[src/rtl/coin_payout.sv]
// coin_payout: change-dispense back end for the vending FSM.
//   Accepts a 2-bit change request (00 none, 01 5 Rs, 10 10 Rs, 11 15 Rs).
//   Plans the coins to pay, preferring 10 Rs coins, and fires the solenoids
//   with timed pulses. Tracks the number of coins left in each tube.
// Ports:
//   clk, rst          clock (posedge); synchronous active-high reset
//   req_valid/ready   request handshake; req_change is the amount
//   refill            reload both tubes (taken only while idle)
//   drop_sense        coin-drop sensor (confirm build only)
//   eject5, eject10   solenoid drives
//   busy, done, err   status; done is a one-cycle pulse, err holds until the next accept
//   inv5, inv10, low  tube counts and the low-inventory flag
// Build option: define COIN_PAYOUT_CONFIRM_EN to wait for drop_sense after
// every pulse, with a CONFIRM_TO-cycle timeout.
module coin_payout #(
  parameter int PULSE_CYC  = 4,
  parameter int GAP_CYC    = 4,
  parameter int INV_W      = 8,
  parameter int INV_INIT5  = 20,
  parameter int INV_INIT10 = 20,
  parameter int CONFIRM_TO = 16
) (
  input  logic             clk,
  input  logic             rst,
  input  logic             req_valid,
  output logic             req_ready,
  input  logic [1:0]       req_change,
  input  logic             refill,
  input  logic             drop_sense,
  output logic             eject5,
  output logic             eject10,
  output logic             busy,
  output logic             done,
  output logic             err,
  output logic [INV_W-1:0] inv5,
  output logic [INV_W-1:0] inv10,
  output logic             low
);

  // One shared timer covers pulse, gap and confirm windows.
  localparam int TM1  = (PULSE_CYC > GAP_CYC) ? PULSE_CYC : GAP_CYC;
  localparam int TMAX = (TM1 > CONFIRM_TO) ? TM1 : CONFIRM_TO;
  localparam int TW   = $clog2(TMAX + 1);

  typedef enum logic [2:0] {
    S_IDLE,
    S_PLAN,
    S_PULSE,
`ifdef COIN_PAYOUT_CONFIRM_EN
    S_WAIT_DROP,
`endif
    S_GAP,
    S_DONE
  } state_t;

  state_t          state, nstate;
  logic [TW-1:0]   tmr;
  logic [1:0]      amt;
  logic            cnt10;     // 10 Rs coins still to pay (after the current one)
  logic [1:0]      cnt5;      // 5 Rs coins still to pay
  logic            cur10;     // coin being ejected is 10 Rs
  logic            err_q;
  logic [INV_W-1:0] inv5_q, inv10_q;

  logic            accept;
  logic            p_fail, p10;
  logic [1:0]      p5;
  logic            src10;
  logic [1:0]      src5;
  logic            more;
  logic            set_err;

  assign accept = req_valid && (state == S_IDLE);

  // Coin plan for the latched amount against current inventory.
  always_comb begin
    p_fail = 1'b0;
    p10    = 1'b0;
    p5     = 2'd0;
    case (amt)
      2'd1: begin
        if (inv5_q != '0) p5 = 2'd1;
        else              p_fail = 1'b1;
      end
      2'd2: begin
        if (inv10_q != '0)             p10 = 1'b1;
        else if (inv5_q >= INV_W'(2))  p5  = 2'd2;
        else                           p_fail = 1'b1;
      end
      2'd3: begin
        if (inv10_q != '0 && inv5_q != '0) begin
          p10 = 1'b1;
          p5  = 2'd1;
        end else if (inv5_q >= INV_W'(3)) p5 = 2'd3;
        else                              p_fail = 1'b1;
      end
      default: ;
    endcase
  end

  // Coins outstanding when choosing the next one: fresh plan or remainder.
  always_comb begin
    src10 = cnt10;
    src5  = cnt5;
    if (state == S_PLAN) begin
      src10 = p10;
      src5  = p5;
    end
  end
  assign more = src10 || (src5 != 2'd0);

  always_comb begin
    nstate  = state;
    set_err = 1'b0;
    case (state)
      S_IDLE:  if (accept) nstate = S_PLAN;
      S_PLAN: begin
        if (amt == 2'd0 || p_fail) begin
          nstate  = S_DONE;
          set_err = p_fail;
        end else begin
          nstate = S_PULSE;
        end
      end
      S_PULSE: begin
        if (tmr == TW'(PULSE_CYC - 1)) begin
`ifdef COIN_PAYOUT_CONFIRM_EN
          nstate = S_WAIT_DROP;
`else
          nstate = S_GAP;
`endif
        end
      end
`ifdef COIN_PAYOUT_CONFIRM_EN
      S_WAIT_DROP: begin
        if (drop_sense) begin
          nstate = S_GAP;
        end else if (tmr == TW'(CONFIRM_TO - 1)) begin
          nstate  = S_DONE;
          set_err = 1'b1;
        end
      end
`endif
      S_GAP:   if (tmr == TW'(GAP_CYC - 1)) nstate = more ? S_PULSE : S_DONE;
      S_DONE:  nstate = S_IDLE;
      default: nstate = S_IDLE;
    endcase
  end

  always_ff @(posedge clk) begin
    if (rst) begin
      state   <= S_IDLE;
      tmr     <= '0;
      amt     <= 2'd0;
      cnt10   <= 1'b0;
      cnt5    <= 2'd0;
      cur10   <= 1'b0;
      err_q   <= 1'b0;
      inv5_q  <= INV_W'(INV_INIT5);
      inv10_q <= INV_W'(INV_INIT10);
    end else begin
      state <= nstate;
      if (nstate != state || state == S_IDLE) tmr <= '0;
      else                                    tmr <= tmr + 1'b1;

      if (accept) begin
        amt   <= req_change;
        err_q <= 1'b0;
      end
      if (set_err) err_q <= 1'b1;

      // Refill lands at the accept edge, so PLAN sees the reloaded counts.
      if (state == S_IDLE && refill) begin
        inv5_q  <= INV_W'(INV_INIT5);
        inv10_q <= INV_W'(INV_INIT10);
      end

      // Entering a pulse: pick the coin (10 Rs first) and consume it from the plan.
      if (nstate == S_PULSE && state != S_PULSE) begin
        cur10 <= src10;
        cnt10 <= 1'b0;
        cnt5  <= src10 ? src5 : src5 - 2'd1;
      end

      if (state == S_PULSE && tmr == '0) begin
        if (cur10) inv10_q <= inv10_q - 1'b1;
        else       inv5_q  <= inv5_q - 1'b1;
      end
    end
  end

`ifndef COIN_PAYOUT_CONFIRM_EN
  logic unused_drop;
  assign unused_drop = drop_sense;
`endif

  assign req_ready = (state == S_IDLE);
  assign busy      = (state != S_IDLE);
  assign done      = (state == S_DONE);
  assign eject10   = (state == S_PULSE) &&  cur10;
  assign eject5    = (state == S_PULSE) && !cur10;
  assign err       = err_q;
  assign inv5      = inv5_q;
  assign inv10     = inv10_q;
  assign low       = (inv5_q == '0) || (inv10_q == '0);

endmodule

[config.mk]
export PLATFORM = sky130hd
export DESIGN_NAME = coin_payout
export DESIGN_NICKNAME = d
export VERILOG_FILES = /design/src/rtl/coin_payout.sv
export SDC_FILE = /design/constraint.sdc
export NUM_CORES = 1
export LEC_CHECK = 0
export BUFFER_PORTS_ARGS = -buffer_cell sky130_fd_sc_hd__buf_2
export CORE_MARGIN = 2
export CORE_UTILIZATION = 43
export CTS_BUF_LIST = sky130_fd_sc_hd__clkbuf_2
export CTS_CLUSTER_DIAMETER = 60
export DETAILED_ROUTE_END_ITERATION = 10
export GPL_TIMING_DRIVEN = 0
export PLACE_DENSITY_LB_ADDON = 0.08
export SYNTH_ARGS = -nofsm -noshare
export SYNTH_HDL_FRONTEND = slang
export SYNTH_SLANG_ARGS = --single-unit
[constraint.sdc]
create_clock -name clk -period 3.2 [get_ports clk]
set_clock_uncertainty 0.1 [all_clocks]
set_input_delay 0.16 -clock clk [delete_from_list [all_inputs] [get_ports clk]]
set_output_delay 0.16 -clock clk [all_outputs]
set_load 0.01 [all_outputs]
**After elaboration in Yosys (flattened, before gate mapping)**

Index checks and enable logic that the tools add are counted.

- $lt $le $gt $ge: 2
- Shifts and indexed selects: 0
- $mul: 0
- Divide/modulo/power cells: 0
- Add/sub/neg operators: 4
- Bitwise operators: 0
- Mux-type cells: 34
- Reduce and logical (&&, ||, !) cells: 23
- Equal/unequal tests: 11

Operator list:

| operator | number |
|---|---|
| 8-bit two-way mux | 6 |
| 8-bit by 2-bit >= comparator with 1-bit output (second input constant) | 2 |
| 8-bit zero test | 2 |
| 8-bit nonzero test | 2 |
| 8-bit by 1-bit subtractor with 8-bit output (second input constant) | 2 |
| 3-bit two-way mux | 5 |
| 1-bit two-way mux | 13 |
| 2-bit two-way mux | 6 |
| 3-bit case mux with 4 select lines | 1 |
| 3-bit by 2-bit equality test with 1-bit output (second input constant) | 3 |
| 1-bit logical AND | 7 |
| 2-bit case mux with 3 select lines | 1 |
| 5-bit by 1-bit adder with 5-bit output (second input constant) | 1 |
| 5-bit by 2-bit equality test with 1-bit output (second input constant) | 1 |
| 5-bit zero test | 1 |
| 2-bit equality test (second input constant) | 2 |
| 1-bit logical OR | 4 |
| 2-bit nonzero test | 2 |
| 3-bit by 1-bit equality test with 1-bit output (second input constant) | 1 |
| 3-bit equality test (second input constant) | 1 |
| 3-bit zero test | 1 |
| 3-bit by 2-bit inequality test with 1-bit output (second input constant) | 1 |
| 3-bit inequality test | 1 |
| 1-bit case mux with 3 select lines | 1 |
| other kinds (7) | 7 |

- Output and inout port bits: 23
- Word-level logic and storage cells: 82
- Memory bits (writable): 0
- Memories: 0
- Bits in latches: 0
- Register bits after elaboration: 30
- Bits in read-only memories: 0

**Logic depth before layout (Yosys ltp)**

- Word-level depth: 13
- Depth in mapped cells: 14

**Least setup slack after synthesis**

OpenSTA, ideal clock, no wires.

- Kind: register -> register
- Start point: register inv5_q[2] (netlist: inv5[2])
- End point: register cnt5[0]
- Stages on the path, launching flop included: 13
- Required time: 2.983 ns
- Arrival: 2.699 ns
- Clock period less this slack: 2.916 ns
- Slack: 0.284 ns
- Cell sequence: dfxtp_1 -> or4_4 -> or3_4 -> o22ai_1 -> a21oi_1 -> nor2_1 -> a21oi_1 -> ha_1 -> nor4bb_1 -> nand3_1 -> o31ai_1 -> o21ai_1 -> a32o_1

- Cells in the longest elaborated chain, start to end: 12
- Elaborated cells between the ends (all ways): 31
- Classes of those cells: add/sub (1); order compare (2); eq/ne (1); mux (21); reduce/logical (6)

Ends and longest elaborated chain:

| what | RTL line | RTL |
|---|---|---|
| start, declared | 63 | `logic [INV_W-1:0] inv5_q, inv10_q;` |
| start signal, assigned | 159 | `inv5_q <= INV_W'(INV_INIT5);` |
| start signal, assigned | 174 | `inv5_q <= INV_W'(INV_INIT5);` |
| start signal, assigned | 187 | `else inv5_q <= inv5_q - 1'b1;` |
| 8-bit by 2-bit >= comparator with 1-bit output, or another cell as far along | 94 | `end else if (inv5_q >= INV_W'(3)) p5 = 2'd3;` |
| 2-bit two-way mux, or another cell as far along | 94 |  |
| 2-bit two-way mux, on equally long branches | 91, 86 |  |
| 2-bit case mux with 3 select lines | 80 | `case (amt)` |
| 2-bit two-way mux | 105 | `if (state == S_PLAN) begin` |
| 2-bit nonzero test | 110 | `assign more = src10 \|\| (src5 != 2'd0);` |
| 1-bit logical OR | 110 |  |
| 3-bit two-way mux (2 in series) | 144 | `S_GAP: if (tmr == TW'(GAP_CYC - 1)) nstate = more ? S_PULSE : S_DONE;` |
| 3-bit case mux with 4 select lines | 115 | `case (state)` |
| 3-bit by 2-bit equality test with 1-bit output | 179 | `if (nstate == S_PULSE && state != S_PULSE) begin` |
| 1-bit logical AND | 179 |  |
| end signal, assigned | 182 | `cnt5 <= src10 ? src5 : src5 - 2'd1;` |
| end, declared | 60 | `logic [1:0] cnt5;` |

Several ways; a longest one is shown, not always the timed one.
A chain may end at the register's enable or synchronous reset.

**Worst setup path in the final report**

- Start point: register inv5_q[2] (netlist: inv5[2])
- End point: register cnt5[1]

The elaborated chain is that of the path after synthesis.

==> impl_results.md <==
- Status: completed
- Headroom to the max-slew limit: 36.29%
- First-pass iteration count of the detailed router: 4
- CP startpoint kind: register
- Post-route cell area: slightly above 2000 µm²
- Starting density of the core: 45.99%
- Maximum clock rate: 0.3296 GHz
- CTS tree: done
- Max incr delay on CP: 0.56 ns
- FP Rows: 22
- Clk buf depth: 2
- Worst hold path type: input pin to register
- CTS root buf: clkbuf_2
- Via count: roughly 1,600
- CP arrival: between 3 and 4 ns
- Number of diodes: 0
- Placed insts: 280
- Worst path slowest cell: or4_4
- Count of final setup violators: 0
- Synth Net Count: 219
- Gpl congestion: 0.7823
- Die Y: 67.28 µm
- Buf/Inv on CP: 0
- Met2 wire len: approximately 1700 µm
- Ys flop type: dfxtp_1
- Post-synthesis cell type count: 56
- CTS Buf Count: 5
- Minimum clock period: 3.034 ns
- Area grow syn2layout: 19.62%
- Worst setup path category: register to register
- Area share of the largest cell type after synthesis: 34.88%
- CP required: 3.35 ns
- DRT antenna net count: 0
- Syn Std Cell Area: roughly 1700 µm²
- Wire length on met3: 145 µm
- Clock-pin slew on the worst setup and hold paths: roughly 0.18 ns
- RSZ-0062 raised after global routing: no
- Overall routing resource usage: 19.74%
- Largest net degree at the start of global routing: 11
- Non-Filler Instances: 293
- Area of the die: ~4500 µm²
- Switching power: 0.2167 mW
- Largest delay share family, worst path: simple AND/OR/NAND/NOR gates
- Crit share post-route: 94.82%
- DP HPWL: 2845 µm
- Drt total wl: 3956 µm
- Sink Count: 30
- PD cells: 339.5 nW/µm²
- Number of max-cap violations: 0
- Slew Limit Fails: 0
- Post-route DRC: 0
- Switching part of the total: 31.00%
- Share of the yosys chip area belonging to registers: 34.88%
- Comb pwr share: 17.8%
- CP max FO: 6
- Yosys warns: 0
- Die width: 67.28 µm
- Max H-tree Level: 2
- Post-Place Cell Area: around 1900 µm²
- Port Buf Inserts: 28
- Cells after synthesis: 204
- Vias in the first global route: 1,488
- WHS: 0.03382 ns
- Flops & latches, synth: 30
- DRT iter0 DRCs: 81
- Clk_lat worst skew: 0.38 ns
- Internal: 0.4824 mW
- Global-route wire length before repair: 6755 µm
- Asr flop ratio synth: 0%
- P_leak: 0.7796 nW
- Vias per inst: 5.379
- Layout cell share with drive strength beyond 1: 26.53%
- Top cells by instance count after synthesis: dfxtp_1 (30), nor2_1 (25), nand2_1 (23)
- Least-Margin Pin Slew: 0.9484 ns
- Peak supply drop: approximately 190 µV
- Worst setup EP type: register
- Seq pwr share: 55.8%
- Initial antenna violation count: 0
- Top sig layer: met4
- Final hold violation count: 0
- WL met1: 2059 µm
- Synth area leaders: dfxtp_1 (35%), ha_1 (5.8%), nor2_1 (5.5%)
- Avg Synthesized Cell Area: 8.439 µm²
- Num ports: 30
- Clock share of power: 26.4%
- Core box area: 3744 µm²
- Cell with the most instances after synthesis: dfxtp_1
- GRT overflow: 0
- Post-synth EDFFs: 0
- Cell Chain, Critical Path: or4_4 > or3_4 > o22ai_2 > a21oi_1 > nor2_1 > a21oi_1 > ha_1 > nor4bb_1 > nand3_1 > o31ai_4 > mux2i_1 > nor2_1
- Wire per inst: approximately 14 µm
- Area leader, netlist: dfxtp_1
- Final #Nets: 260
-- routing by layer --
metal,up-vias,global-route usage (%)
met3,4,6.000
met1,729,26.34
li1,813,-
met5,-,0
met2,30,31.19
met4,0,4.847
-- worst min-delay path: stages --
cell     delay (ns)
buf_2          0.12
nand2_1        0.09
nand2_1        0.07
a21oi_1        0.05
-- final timing paths --
| path | startpoint | endpoint | slack [ns] | cells after the start |
|---|---|---|---|---|
| setup / recovery | inv5[2]$_SDFF_PP1_ | cnt5[1]$_SDFFE_PP0P_ | 0.17 | 12 |
| hold / removal | req_valid | err$_SDFFE_PP0P_ | 0.03 | 4 |
| setup reg to reg | inv5[2]$_SDFF_PP1_ | cnt5[1]$_SDFFE_PP0P_ | 0.17 | 12 |
| hold reg to reg | err$_SDFFE_PP0P_ | err$_SDFFE_PP0P_ | 0.38 | 2 |
-- state kept, by name (all words and copies together), names as in the netlist --
signal	count
tmr	5
amt	2
err	1
inv10	8
state	3
inv5	8
cur10	1
cnt5	2
-- layout by cell type (no fill, tap or decap), types with 2 or more instances in the layout --
cell type,instances
a211oi_1,2
a21oi_1,11
a31oi_1,2
buf_2,29
buf_4,3
clkbuf_1,2
clkbuf_2,5
clkinv_2,2
dfxtp_1,26
dfxtp_2,3
dlygate4sd3_1,4
ha_1,8
inv_1,11
mux2_2,2
mux2i_1,3
nand2_1,23
nand3_1,10
nand4_1,2
nand4b_1,2
nor2_1,25
nor2b_1,2
nor3_1,5
nor3b_1,2
nor4_1,5
nor4b_1,2
nor4bb_1,2
o21ai_0,3
or2_2,2
or3_1,3
or3_4,2
or4_1,2
or4_4,2
xnor2_1,4
xor2_1,5
-- repair_timing --
item / CTS / global route
setup endpoints to repair: 2 / 2
gates resized for setup: 1 / 10
endpoints found under the hold margin: 2 / 0
buffers inserted: 0 / 2
hold buffers: 4 / 0
pin swaps: 0 / 3
-- cell type report --
class	count	area [µm²]
plain buffers	7	56.30
well taps	48	60.06
multi-input cells	156	1064
inverters	11	41.29
flip-flops and latches	30	608.1
fillers	392	1684
clock buffers	5	25.02
repair buffers	34	195.2
clock inverters	2	10.01
-- stage by stage --
step                setup WS [ns]  utilization [%]  total power [mW]  setup TNS, ns
finish                     0.1656            55.01            0.6992              0
global route             0.002809            55.01            0.7387              0
CTS                       0.04534            53.51            0.7007              0
detailed placement      -0.003611            51.34            0.5139      -0.003611
global placement          0.04388            51.34            0.5146              0
floorplan                  0.2841                -            0.4821              0
-- power groups by stage --
stage                     registers, mW  clock network [mW]  logic (mW)
final                             0.390               0.185       0.124
after global routing              0.392               0.207       0.140
after CTS                         0.391               0.189       0.121
after detailed placement          0.399                   0       0.115
after global placement            0.398                   0       0.116
after floorplan                   0.397                   0      0.0846
-- kinds of logic (layout without fill, tap and decap cells) --
group | after synthesis | after routing | share of synthesized area (%)
AO/OA/AOI/OAI | 33 | 33 | 13.37
XOR/XNOR | 10 | 10 | 5.523
adder cells (fa/ha/maj) | 8 | 8 | 5.814
AND/OR/NAND/NOR | 100 | 100 | 31.69
multiplexers | 5 | 5 | 3.052
buffers and inverters | 18 | 59 | 5.668
flip-flops | 30 | 30 | 34.88
Power figures use the tool's default switching activity.
